$ cat src/rtl/adc_frame_reader.sv
// adc_frame_reader
// ----------------
// Drains one captured frame from the ADC capture FIFO after the capture stage
// reports end-of-capture. The frame goes out on a valid/ready byte stream in
// this order:
//   1. the header byte;
//   2. two bytes per sample, high byte first, zero padded;
//   3. an XOR checksum of the sample bytes.
// A one-cycle re-arm pulse then lets the capture stage start the next
// acquisition.
//
// Ports
//   Clk         system clock, rising edge
//   Reset       asynchronous, active-high reset
//   Cap_end     capture complete (level); a rising edge starts a frame
//   Fifo_empty  capture FIFO empty flag
//   Fifo_q      FIFO read data, valid the cycle after Fifo_rdreq
//   Fifo_rdreq  FIFO read strobe (single-cycle pulses)
//   Tx_data     stream byte (registered)
//   Tx_valid    stream byte valid (registered)
//   Tx_ready    sink accepts the byte when Tx_valid && Tx_ready
//   Frame_busy  high from the header byte through the checksum byte
//   Frame_done  one-cycle pulse after the checksum is accepted
//   Cap_rearm   one-cycle pulse, coincident with Frame_done
//   Sample_cnt  samples sent in the last or current frame
module adc_frame_reader #(
    parameter int          DATA_W    = 10,    // 9..16
    parameter int          FRAME_LEN = 1024,
    parameter int          CNT_W     = 11,    // must hold FRAME_LEN
    parameter logic [7:0]  HEADER    = 8'hA5
) (
    input  logic              Clk,
    input  logic              Reset,
    input  logic              Cap_end,
    input  logic              Fifo_empty,
    input  logic [DATA_W-1:0] Fifo_q,
    output logic              Fifo_rdreq,
    output logic [7:0]        Tx_data,
    output logic              Tx_valid,
    input  logic              Tx_ready,
    output logic              Frame_busy,
    output logic              Frame_done,
    output logic              Cap_rearm,
    output logic [CNT_W-1:0]  Sample_cnt
);

    typedef enum logic [2:0] {
        ST_IDLE,
        ST_HDR,
        ST_RD,
        ST_LATCH,
        ST_HI,
        ST_LO,
        ST_CHK,
        ST_DONE
    } state_t;

    state_t             state_reg;
    logic               cap_end_prev_reg;
    logic [7:0]         checksum_reg;
    logic [7:0]         sample_lo_reg;
    logic [7:0]         tx_data_reg;
    logic               tx_valid_reg;
    logic               frame_busy_reg;
    logic               frame_done_reg;
    logic               cap_rearm_reg;
    logic [CNT_W-1:0]   sample_cnt_reg;

    // Zero-extend to 16 bits so the high byte is {pad, sample[DATA_W-1:8]}
    // for every legal DATA_W without a zero-width replication at DATA_W=16.
    logic [15:0]        fifo_q_ext;
    logic [CNT_W-1:0]   cnt_inc;
    logic               last_sample;
    logic [7:0]         checksum_after_byte;
    logic               start_frame;

    assign fifo_q_ext          = 16'(Fifo_q);
    assign cnt_inc             = sample_cnt_reg + CNT_W'(1);
    assign last_sample         = (cnt_inc == CNT_W'(FRAME_LEN));
    assign checksum_after_byte = checksum_reg ^ tx_data_reg;
    assign start_frame         = Cap_end && !cap_end_prev_reg && !Fifo_empty;

    // The read strobe must coincide with RD and depend on Fifo_empty in that
    // same cycle, so it is decoded from state rather than registered.
    assign Fifo_rdreq = (state_reg == ST_RD) && !Fifo_empty;

    assign Tx_data    = tx_data_reg;
    assign Tx_valid   = tx_valid_reg;
    assign Frame_busy = frame_busy_reg;
    assign Frame_done = frame_done_reg;
    assign Cap_rearm  = cap_rearm_reg;
    assign Sample_cnt = sample_cnt_reg;

    always_ff @(posedge Clk or posedge Reset) begin
        if (Reset) begin
            state_reg        <= ST_IDLE;
            cap_end_prev_reg <= 1'b0;
            checksum_reg     <= 8'h00;
            sample_lo_reg    <= 8'h00;
            tx_data_reg      <= 8'h00;
            tx_valid_reg     <= 1'b0;
            frame_busy_reg   <= 1'b0;
            frame_done_reg   <= 1'b0;
            cap_rearm_reg    <= 1'b0;
            sample_cnt_reg   <= '0;
        end else begin
            cap_end_prev_reg <= Cap_end;
            frame_done_reg   <= 1'b0;
            cap_rearm_reg    <= 1'b0;

            case (state_reg)
                ST_IDLE: begin
                    // Only a fresh edge seen while idle starts a frame; a held
                    // level or an edge during a frame never retriggers.
                    if (start_frame) begin
                        state_reg      <= ST_HDR;
                        tx_data_reg    <= HEADER;
                        tx_valid_reg   <= 1'b1;
                        frame_busy_reg <= 1'b1;
                        checksum_reg   <= 8'h00;
                        sample_cnt_reg <= '0;
                    end
                end

                ST_HDR: begin
                    if (Tx_ready) begin
                        tx_valid_reg <= 1'b0;
                        state_reg    <= ST_RD;
                    end
                end

                ST_RD: begin
                    // An empty FIFO here ends a short frame early.
                    if (Fifo_empty) begin
                        tx_data_reg  <= checksum_reg;
                        tx_valid_reg <= 1'b1;
                        state_reg    <= ST_CHK;
                    end else begin
                        state_reg <= ST_LATCH;
                    end
                end

                ST_LATCH: begin
                    // Fifo_q is valid now. Only the low byte needs keeping; the
                    // high byte goes straight into the output register.
                    sample_lo_reg <= fifo_q_ext[7:0];
                    tx_data_reg   <= fifo_q_ext[15:8];
                    tx_valid_reg  <= 1'b1;
                    state_reg     <= ST_HI;
                end

                ST_HI: begin
                    if (Tx_ready) begin
                        checksum_reg <= checksum_after_byte;
                        tx_data_reg  <= sample_lo_reg;
                        state_reg    <= ST_LO;
                    end
                end

                ST_LO: begin
                    if (Tx_ready) begin
                        checksum_reg   <= checksum_after_byte;
                        sample_cnt_reg <= cnt_inc;
                        if (last_sample) begin
                            // Valid stays high straight into the checksum byte.
                            tx_data_reg <= checksum_after_byte;
                            state_reg   <= ST_CHK;
                        end else begin
                            tx_valid_reg <= 1'b0;
                            state_reg    <= ST_RD;
                        end
                    end
                end

                ST_CHK: begin
                    if (Tx_ready) begin
                        tx_valid_reg   <= 1'b0;
                        frame_busy_reg <= 1'b0;
                        frame_done_reg <= 1'b1;
                        cap_rearm_reg  <= 1'b1;
                        state_reg      <= ST_DONE;
                    end
                end

                ST_DONE: begin
                    state_reg <= ST_IDLE;
                end

                default: begin
                    state_reg <= ST_IDLE;
                end
            endcase
        end
    end

endmodule
$ cat config.mk
export PLATFORM = sky130hd
export DESIGN_NAME = adc_frame_reader
export DESIGN_NICKNAME = d
export VERILOG_FILES = /design/src/rtl/adc_frame_reader.sv
export SDC_FILE = /design/constraint.sdc
export NUM_CORES = 1
export LEC_CHECK = 0
export ABC_CLOCK_PERIOD_IN_PS = 4100
export BUFFER_PORTS_ARGS = -buffer_cell sky130_fd_sc_hd__buf_2
export CAP_MARGIN = 20
export CORE_MARGIN = 2
export CORE_UTILIZATION = 45
export CTS_CLUSTER_SIZE = 25
export DETAILED_ROUTE_END_ITERATION = 10
export HOLD_SLACK_MARGIN = 0.08
export PLACE_DENSITY = 0.62
export SLEW_MARGIN = 20
export SYNTH_ARGS = -nofsm -noshare
export SYNTH_HDL_FRONTEND = slang
export SYNTH_SLANG_ARGS = --single-unit
$ cat constraint.sdc
create_clock -name Clk -period 4.1 [get_ports Clk]
set_clock_uncertainty 0.15 [all_clocks]
set_input_delay 0.205 -clock Clk [delete_from_list [all_inputs] [get_ports Clk]]
set_output_delay 0.205 -clock Clk [all_outputs]
set_load 0.1 [all_outputs]
# After elaboration in Yosys (flattened, before gate mapping)
# Index checks and enable logic that the tools add are counted.
op_classes:
  n_eq_ne: 18
  reduce_logical: 19
  addsub: 1
  n_mux: 29
  bitwise_logic: 1
op_table:
  columns: ["cell", "n"]
  rows:
  - ["$mux 8", 7]
  - ["$pmux 8 s5", 1]
  - ["$pmux 3 s8", 1]
  - ["$mux 11", 2]
  - ["$pmux 11 s2", 1]
  - ["$mux 3", 7]
  - ["$ne 2x2->1 const B", 8]
  - ["$pmux 8 s2", 1]
  - ["$eq 3x3->1 const B", 4]
  - ["$reduce_and 6->1", 2]
  - ["$add 11x1->11 const B", 1]
  - ["$eq 11x11->1 const B", 1]
  - ["$reduce_bool 5->1", 2]
  - ["$reduce_and 3->1", 3]
  - ["$xor 8x8->8", 1]
  - ["$mux 1", 7]
  - ["$eq 3x2->1 const B", 2]
  - ["$reduce_bool 2->1", 3]
  - ["$pmux 1 s5", 1]
  - ["$reduce_and 5->1", 1]
  - ["$ne 2x1->1 const B", 2]
  - ["$reduce_or 2->1", 2]
  - ["$eq 3x1->1 const B", 1]
  - ["$logic_and 1x1->1", 3]
  - ["3 further kinds", 4]
word_totals:
  elab_cells: 77
  output_inout_bits: 24
  ff_bits: 42

# Depth between registers and ports, before layout
# Gate-level depths: netlist of run 1.
logic_depth:
  word_depth: 5
  ltp_mapped: 10
  mapped_depth_nobuf: 8

# Worst setup path after synthesis of run 1
# OpenSTA, ideal clock, no wires.
synth_timing:
  path_type: "register -> register"
  from: "register sample_cnt_reg[0] (netlist: Sample_cnt[0])"
  to: "register tx_data_reg[0] (netlist: Tx_data[0])"
  n_path_buf: 2
  slack_ns: 1.067
  stages_incl_launch_ff: 10
  period_less_slack_ns: 3.033
  t_arrival_ns: 2.787
  required_time_ns: 3.854
  path_cell_list: "dfrtp_1 ha_1 clkbuf_1 xor2_1 nor4_1 o221ai_1 nor4_4 buf_6 nor3_1 a311oi_2"
synth_via:
  elab_chain_len: 4
synth_rtl:
  columns: ["element", "line", "rtl"]
  rows:
  - ["start: declaration", "67", "logic [CNT_W-1:0] sample_cnt_reg;"]
  - ["start signal: assignment", "163", "sample_cnt_reg <= cnt_inc;"]
  - ["$add 11x1->11", "78", "assign cnt_inc = sample_cnt_reg + CNT_W'(1);"]
  - ["$eq 11x11->1", "79", "assign last_sample = (cnt_inc == CNT_W'(FRAME_LEN));"]
  - ["$ne 2x2->1 (no line)", null, null]
  - ["$reduce_and 6->1 (no line)", null, null]
  - ["end signal: assignment", "135", "tx_data_reg <= checksum_reg;"]
  - ["end signal: assignment", "147", "tx_data_reg <= fifo_q_ext[15:8];"]
  - ["end signal: assignment", "155", "tx_data_reg <= sample_lo_reg;"]
  - ["end: declaration", "62", "logic [7:0] tx_data_reg;"]
# No other way between the ends.
# A chain may end at the register's enable or synchronous reset.

# Final worst setup path of run 1
layout_timing:
  from: "register state_reg[1]"
  to: "register tx_data_reg[7] (netlist: Tx_data[7])"
layout_via:
  elab_chain_len: 3
  word_cells_on_any_way: 13
layout_rtl:
  columns: ["element", "line", "rtl"]
  rows:
  - ["start: declaration", "58", "state_t state_reg;"]
  - ["start signal: assignment", "96", "state_reg <= ST_IDLE;"]
  - ["start signal: assignment", "116", "state_reg <= ST_HDR;"]
  - ["start signal: assignment", "128", "state_reg <= ST_RD;"]
  - ["$eq 3x2->1, or another cell as far along", "111", "case (state_reg)"]
  - ["$reduce_bool 5->1 (no line) / $ne 2x2->1 (equally long branches)", null, null]
  - ["$reduce_and 6->1 (no line)", null, null]
# Several ways; a longest one is shown, not always the timed one.

==> results of run 1 <==
-- area by class of cell --
type | instances | area, um^2 | share of cell area
inverters | 8 | 30.0 | 0.0101
clock inverters | 3 | 68.8 | 0.0231
clock buffers | 5 | 68.8 | 0.0231
multi-input cells | 208 | 1350 | 0.453
flip-flops and latches | 42 | 1050 | 0.353
well taps | 72 | 90.1 | 0.0303
repair buffers | 52 | 320 | 0.108
-- per-stage QoR --
step	hold WS, ns	power [mW]
floorplan	0.0864	1.60
global placement	0.182	1.82
detailed placement	0.186	1.84
CTS	0.106	2.25
global route	0.140	2.38
finish	0.120	2.22
-- metal layers --
metal	wire (um)	track usage	up-vias
met3	266	0.0391	7
met4	63	0.0719	0
li1	-	-	1078
met2	2680	0.326	57
met5	0	0	-
met1	2640	0.267	1009
-- cells in the mapped netlist, types with 2 or more instances --
master / n
o221ai_1: 2
mux2_2: 11
nand2_1: 27
nand3b_1: 3
nand2b_1: 6
o211ai_1: 3
inv_1: 8
nor4_1: 2
or2_2: 2
and3_1: 2
o21ai_0: 46
xor2_1: 3
o21a_1: 2
nor2_1: 27
o2111ai_1: 3
a211o_1: 2
a21oi_1: 6
a311oi_2: 4
nand3_1: 5
a22oi_1: 4
nor3_1: 8
o31ai_1: 2
a21boi_0: 4
o41ai_1: 3
buf_4: 2
ha_1: 6
buf_2: 2
and2_1: 2
nor2b_1: 4
clkbuf_1: 10
dfrtp_1: 42
-- logic make-up after synthesis --
kind of cell             after synthesis  synth area share
flip-flops                            42             0.420
AND/OR/NAND/NOR                       95             0.200
multiplexers                          12            0.0535
XOR/XNOR                               3            0.0105
buffers and inverters                 23            0.0415
adder cells (fa/ha/maj)                6            0.0300
AO/OA/AOI/OAI                         92             0.245
-- report_power, final --
part | switching (mW) | leakage [nW] | internal (mW)
clock | 0.146 | 0.0683 | 0.244
combinational | 0.806 | 0.700 | 0.366
sequential | 0.122 | 0.540 | 0.537
-- repair_timing --
action	CTS	global route
endpoints found under the hold margin	51	0
hold buffers	10	0
endpoints found under the setup margin	0	0
-- path summary, 6_finish.rpt --
kind,slack (ns),from,cells after the start,end
setup reg to reg,0.98,state_reg[1]$_DFFE_PP0P_,9,Tx_data[7]$_DFFE_PP0P_
min in group asynchronous,0.42,Reset,4,Tx_data[2]$_DFFE_PP0P_
hold / removal,0.12,Tx_ready,2,Cap_rearm$_DFF_PP0_
setup / recovery,0.98,state_reg[1]$_DFFE_PP0P_,9,Tx_data[7]$_DFFE_PP0P_
max in group asynchronous,3.01,Reset,4,Sample_cnt[4]$_DFFE_PP0P_
hold reg to reg,0.37,Frame_busy$_DFFE_PP0P_,2,Frame_busy$_DFFE_PP0P_
-- worst max-delay path, cell delays in order, from the launching register on --
cell      delay [ns]
dfrtp_1         0.40
inv_1           0.10
ha_1            0.34
o21ai_1         0.12
buf_4           0.19
nor2_1          0.36
o221ai_1        0.25
nor4_4          0.59
nor2_1          0.18
mux2_2          0.31
==> flow_summary.yaml, run 1 <==
global_routing:
  antenna_found_initial: 0
  grt_pass1_wl_um: 9790
  grt_use_total: 0.201
  grt_max_degree: 43
  grt_overflow: 0
  grt_pass1_vias: 2120
logic_synthesis:
  yosys_most_used_dff: "dfrtp_1"
  synthTopCellsByArea: "dfrtp_1 (42%), o21ai_0 (9.2%), mux2_2 (4.9%)"
  yosysSeqAreaShare: 0.420
  yosys.cell_types.count: 51
  synth_top_area_cell: "dfrtp_1"
  postSynthCellCount: 273
  netlist_area_mm2: 0.00250
  ys_ff_latch: 42
  synth_top_area_frac: 0.420
  synth_edf_count: 0
  syn-num-nets: 294
  ys_warn_count: 0
  synthArstFlopShare: 1.00
  postSynthAreaPerCell_um2: 9.17
cells_and_area:
  nFillCells: 494
  final_cells: 390
  fin_util: 0.547
  antenna_cells: 0
  layout_commonest_cell: "o21ai_0"
  most-common-layout-cells: "o21ai_0 (46), dfrtp_1 (42), buf_2 (38)"
  synthToLayoutAreaGrowth_pct: 18.9
  final_area_mm2: 0.00298
  drive_above_1_share: 0.233
  num-nets-final: 338
  largest_register_ffs: 11
clock_tree:
  cts_buffers: 5
  tritoncts: "yes"
  cts_setup_buffers: 0
  clockRootBuffer: "clkbuf_8"
  ctsResizeCount: 0
  cts.sinks: 42
  path_clk_slew_ns: 0.08
  clk_latency_ns: 0.30
  clockBufferDepth: 2
  h-tree-depth: 2
setup_path:
  worstSetupPathType: "flop to flop"
  cp_max_fo: 11
  cp-end-kind: "flop"
  start_kind: "flop"
  cp.arrival_ns: 3.15
  required_ns: 4.13
power_and_ir_drop:
  ir_worst_vdd_uv: 397
  power.leakage_nw: 1.31
  p_per_area_mw_per_mm2: 746
sta:
  slew-limit-headroom: 0.505
  setup_ws_ns: 0.984
  hold_viol: 0
  min_period_ns: 3.12
  max_freq_ghz: 0.321
  setup_tns_ns: 0
  setup_viol: 0
  slew_violations: 0
  min_period_over_period: 0.760
  rsz0062_at_grt: "no"
  worst_pin_slew_ns: 0.736
floorplan:
  core-area_mm2: 0.00544
  rows: 27
  die_h_um: 78.6
  die_x_um: 78.6
  pin_count: 39
  start_util: 0.460
  dieArea_mm2: 0.00617
detailed_routing:
  vias: 2151
  drt_iter0_drc: 136
  routed_wirelength_um: 5650
  dr.pass1.iters: 4
  ant_nets: 0
  wl_per_cell_um: 14.5
  drc: 0
  viasPerCell: 5.52
place:
  post-place-cells: 372
  io_buffer_count: 38
  placedInstanceArea_mm2: 0.00274
  dp_worst_setup_slack_ns: 0.967
  post-dp-hpwl_um: 4000
  gp_congestion: 0.788
hold_path:
  min_path_type: "primary input to flop"
flow_run:
  cap_violations: 0
run_status:
  status: "completed"
No activity file was read; power rests on OpenSTA's default activity.
==> run 2: changes to the inputs <==
ABC_AREA = 1   (was unset)
ABC_CLOCK_PERIOD_IN_PS = 2770   (was 4100)
PLACE_DENSITY = 0.64   (was 0.62)
clock period = 2.77 ns   (was 4.1 ns; I/O delays follow)
==> run 2 against run 1 <==
  * Critical path depth stayed put
  * Worst hold slack worse by 0.035 ns
  * Sequential power increased by 49%
  * Combinational power increased by 74%
  * Largest cell class unchanged
  * Sequential share of layout area increased by 1.2 points
  * Sequential cell count is the same
  * Largest power group unchanged
  * Non-clock buffer count unchanged
  * Setup slack got worse by 0.56 ns
  * Area after synthesis down 3.5%
  * Die area decreased by 3.3%
==> flow_summary.yaml, run 2 <==
setup_path:
  start_kind: "flop"
  cp-end-kind: "flop"
  r2r_setup_slack_ns: 0.42
  worstSetupPathType: "flop to flop"
  cp_max_fo: 16
  cp.arrival_ns: 2.40
  reg2reg_to: "checksum_reg[6]$_DFFE_PP0P_"
  required_ns: 2.82
  reg2reg_depth: 9
  worstReg2RegStart: "state_reg[0]$_DFFE_PP0P_"
sta:
  worst_pin_slew_ns: 0.626
  max_freq_ghz: 0.426
  worst_hold_slack_ns: 0.0857
  min_period_over_period: 0.847
  min_period_ns: 2.35
  hold_viol: 0
  setup_viol: 0
  slew_violations: 0
  setup_tns_ns: 0
  slew-limit-headroom: 0.582
  rsz0062_at_grt: "no"
logic_synthesis:
  synthArstFlopShare: 1.00
  synth_top_area_cell: "dfrtp_1"
  synthTopCellsByArea: "dfrtp_1 (44%), nand2_1 (18%), inv_1 (4.7%)"
  synth_top_area_frac: 0.435
  synthTopCellsByCount: "nand2_1 (117), dfrtp_1 (42), inv_1 (30), nand3_1 (20), nor2_1 (20)"
  postSynthAreaPerCell_um2: 7.76
  yosysSeqAreaShare: 0.435
  postSynthCellCount: 311
  synth_most_common_cell: "nand2_1"
  ys_ff_latch: 42
  syn-num-nets: 332
  netlist_area_mm2: 0.00241
  synth_edf_count: 0
  yosys_most_used_dff: "dfrtp_1"
  yosys.cell_types.count: 36
  ys_warn_count: 0
hold_path:
  min_path_type: "primary input to flop"
  holdPathEnd: "Tx_data[1]$_DFFE_PP0P_"
  hold_depth: 5
  hold_path_startpoint: "Fifo_q[9]"
cells_and_area:
  largest_register_ffs: 11
  seq_area_mm2: 0.00105
  fin_util: 0.560
  multiInputGateArea_mm2: 0.00119
  final_area_mm2: 0.00288
  final_cells: 436
  synthToLayoutAreaGrowth_pct: 19.3
  nFillCells: 509
  drive_above_1_share: 0.175
  num-nets-final: 386
  layout_commonest_cell: "nand2_1"
  antenna_cells: 0
  most-common-layout-cells: "nand2_1 (117), dfrtp_1 (42), buf_2 (38)"
global_routing:
  antenna_found_initial: 0
  grt_max_degree: 43
  grt_pass1_vias: 2200
  grt_use_total: 0.210
  grt_pass1_wl_um: 10200
  grt_overflow: 0
floorplan:
  start_util: 0.470
  rows: 26
  die_h_um: 77.3
  die_x_um: 77.3
  pin_count: 39
  core-area_mm2: 0.00514
  dieArea_mm2: 0.00597
run_status:
  status: "completed"
clock_tree:
  h-tree-depth: 2
  hold_buffers: 11
  cts.sinks: 42
  clk_latency_ns: 0.29
  tritoncts: "yes"
  cts_setup_buffers: 0
  clockRootBuffer: "clkbuf_8"
  cts_buffers: 5
  path_clk_slew_ns: 0.09
  clockBufferDepth: 2
  ctsResizeCount: 0
detailed_routing:
  dr.pass1.iters: 5
  vias: 2219
  routed_wirelength_um: 5760
  viasPerCell: 5.09
  drt_iter0_drc: 110
  ant_nets: 0
  wl_per_cell_um: 13.2
  drc: 0
place:
  gp_congestion: 0.876
  io_buffer_count: 38
  post-place-cells: 417
  post-dp-hpwl_um: 4060
  placedInstanceArea_mm2: 0.00268
power_and_ir_drop:
  power.leakage_nw: 1.47
  ir_worst_vdd_uv: 784
  p_per_area_mw_per_mm2: 1200
flow_run:
  cap_violations: 0
run 2: changes by cell type in the layout (fill, tap and decap cells not counted), sizes merged, moves of 5 or more:
cell and delta:
inv +27, mux2 -11, nand2 +95, nand2b -6, nand3 +14, nor2 -6
nor3 -8, o21ai -34, o22ai +7, o31ai +5, xnor2 +7
run 2: cell families after synthesis:
family,Yosys count,synth area share
compound gates,43,0.125
flops,42,0.435
simple gates,172,0.303
fa+ha+maj,6,0.0311
buf+inv,39,0.0725
xor+xnor,9,0.0326
run 2: worst max-delay path, cell delays in order (launching register included):
cell and delay [ns]:
dfrtp_1 0.41, inv_1 0.10, ha_1 0.24, nand2_1 0.15, inv_4 0.17, nor2_8 0.08
o21ai_2 0.18, or2_1 0.54, nand2_1 0.14, o31ai_2 0.09
run 2: where the power goes:
| part | internal [mW] | switching, mW | leakage, nW |
|---|---|---|---|
| Sequential | 0.808 | 0.172 | 0.547 |
| Combinational | 0.517 | 1.53 | 0.878 |
| Clock | 0.201 | 0.223 | 0.0472 |
| Total | 1.53 | 1.92 | 1.47 |
run 2: stage by stage:
step           setup WS (ns)  power (mW)
6_report               0.422        3.45
3_5_place_dp           0.447        3.02
3_3_place_gp           0.485        2.99
5_1_grt                0.168        3.71
4_1_cts                0.434        3.46
2_1_floorplan         0.0473        2.65
run 2: worst max-delay path by stage:
stage | start | to | depth (start not counted)
2_1_floorplan | Sample_cnt[0]$_DFFE_PP0P_ | Tx_data[0]$_DFFE_PP0P_ | 12
5_1_grt | state_reg[0]$_DFFE_PP0P_ | checksum_reg[3]$_DFFE_PP0P_ | 9
3_5_place_dp | state_reg[0]$_DFFE_PP0P_ | checksum_reg[6]$_DFFE_PP0P_ | 9
3_3_place_gp | state_reg[0]$_DFFE_PP0P_ | checksum_reg[6]$_DFFE_PP0P_ | 9
6_report | state_reg[0]$_DFFE_PP0P_ | checksum_reg[6]$_DFFE_PP0P_ | 9
4_1_cts | state_reg[0]$_DFFE_PP0P_ | checksum_reg[6]$_DFFE_PP0P_ | 9
run 2: routing by layer:
metal,vias up,global-route usage,wire (um)
met1,1041,0.278,2790
met5,-,0,0
li1,1124,-,-
met2,50,0.363,2710
met3,4,0.0282,220
met4,0,0.0536,47
run 2: area by class of cell:
type,count,area share
Clock buffer,6,0.0287
Sequential cell,42,0.365
Clock inverter,2,0.00434
Inverter,34,0.0460
Tap cell,70,0.0304
Timing Repair Buffer,52,0.112
Multi-Input combinational cell,230,0.414
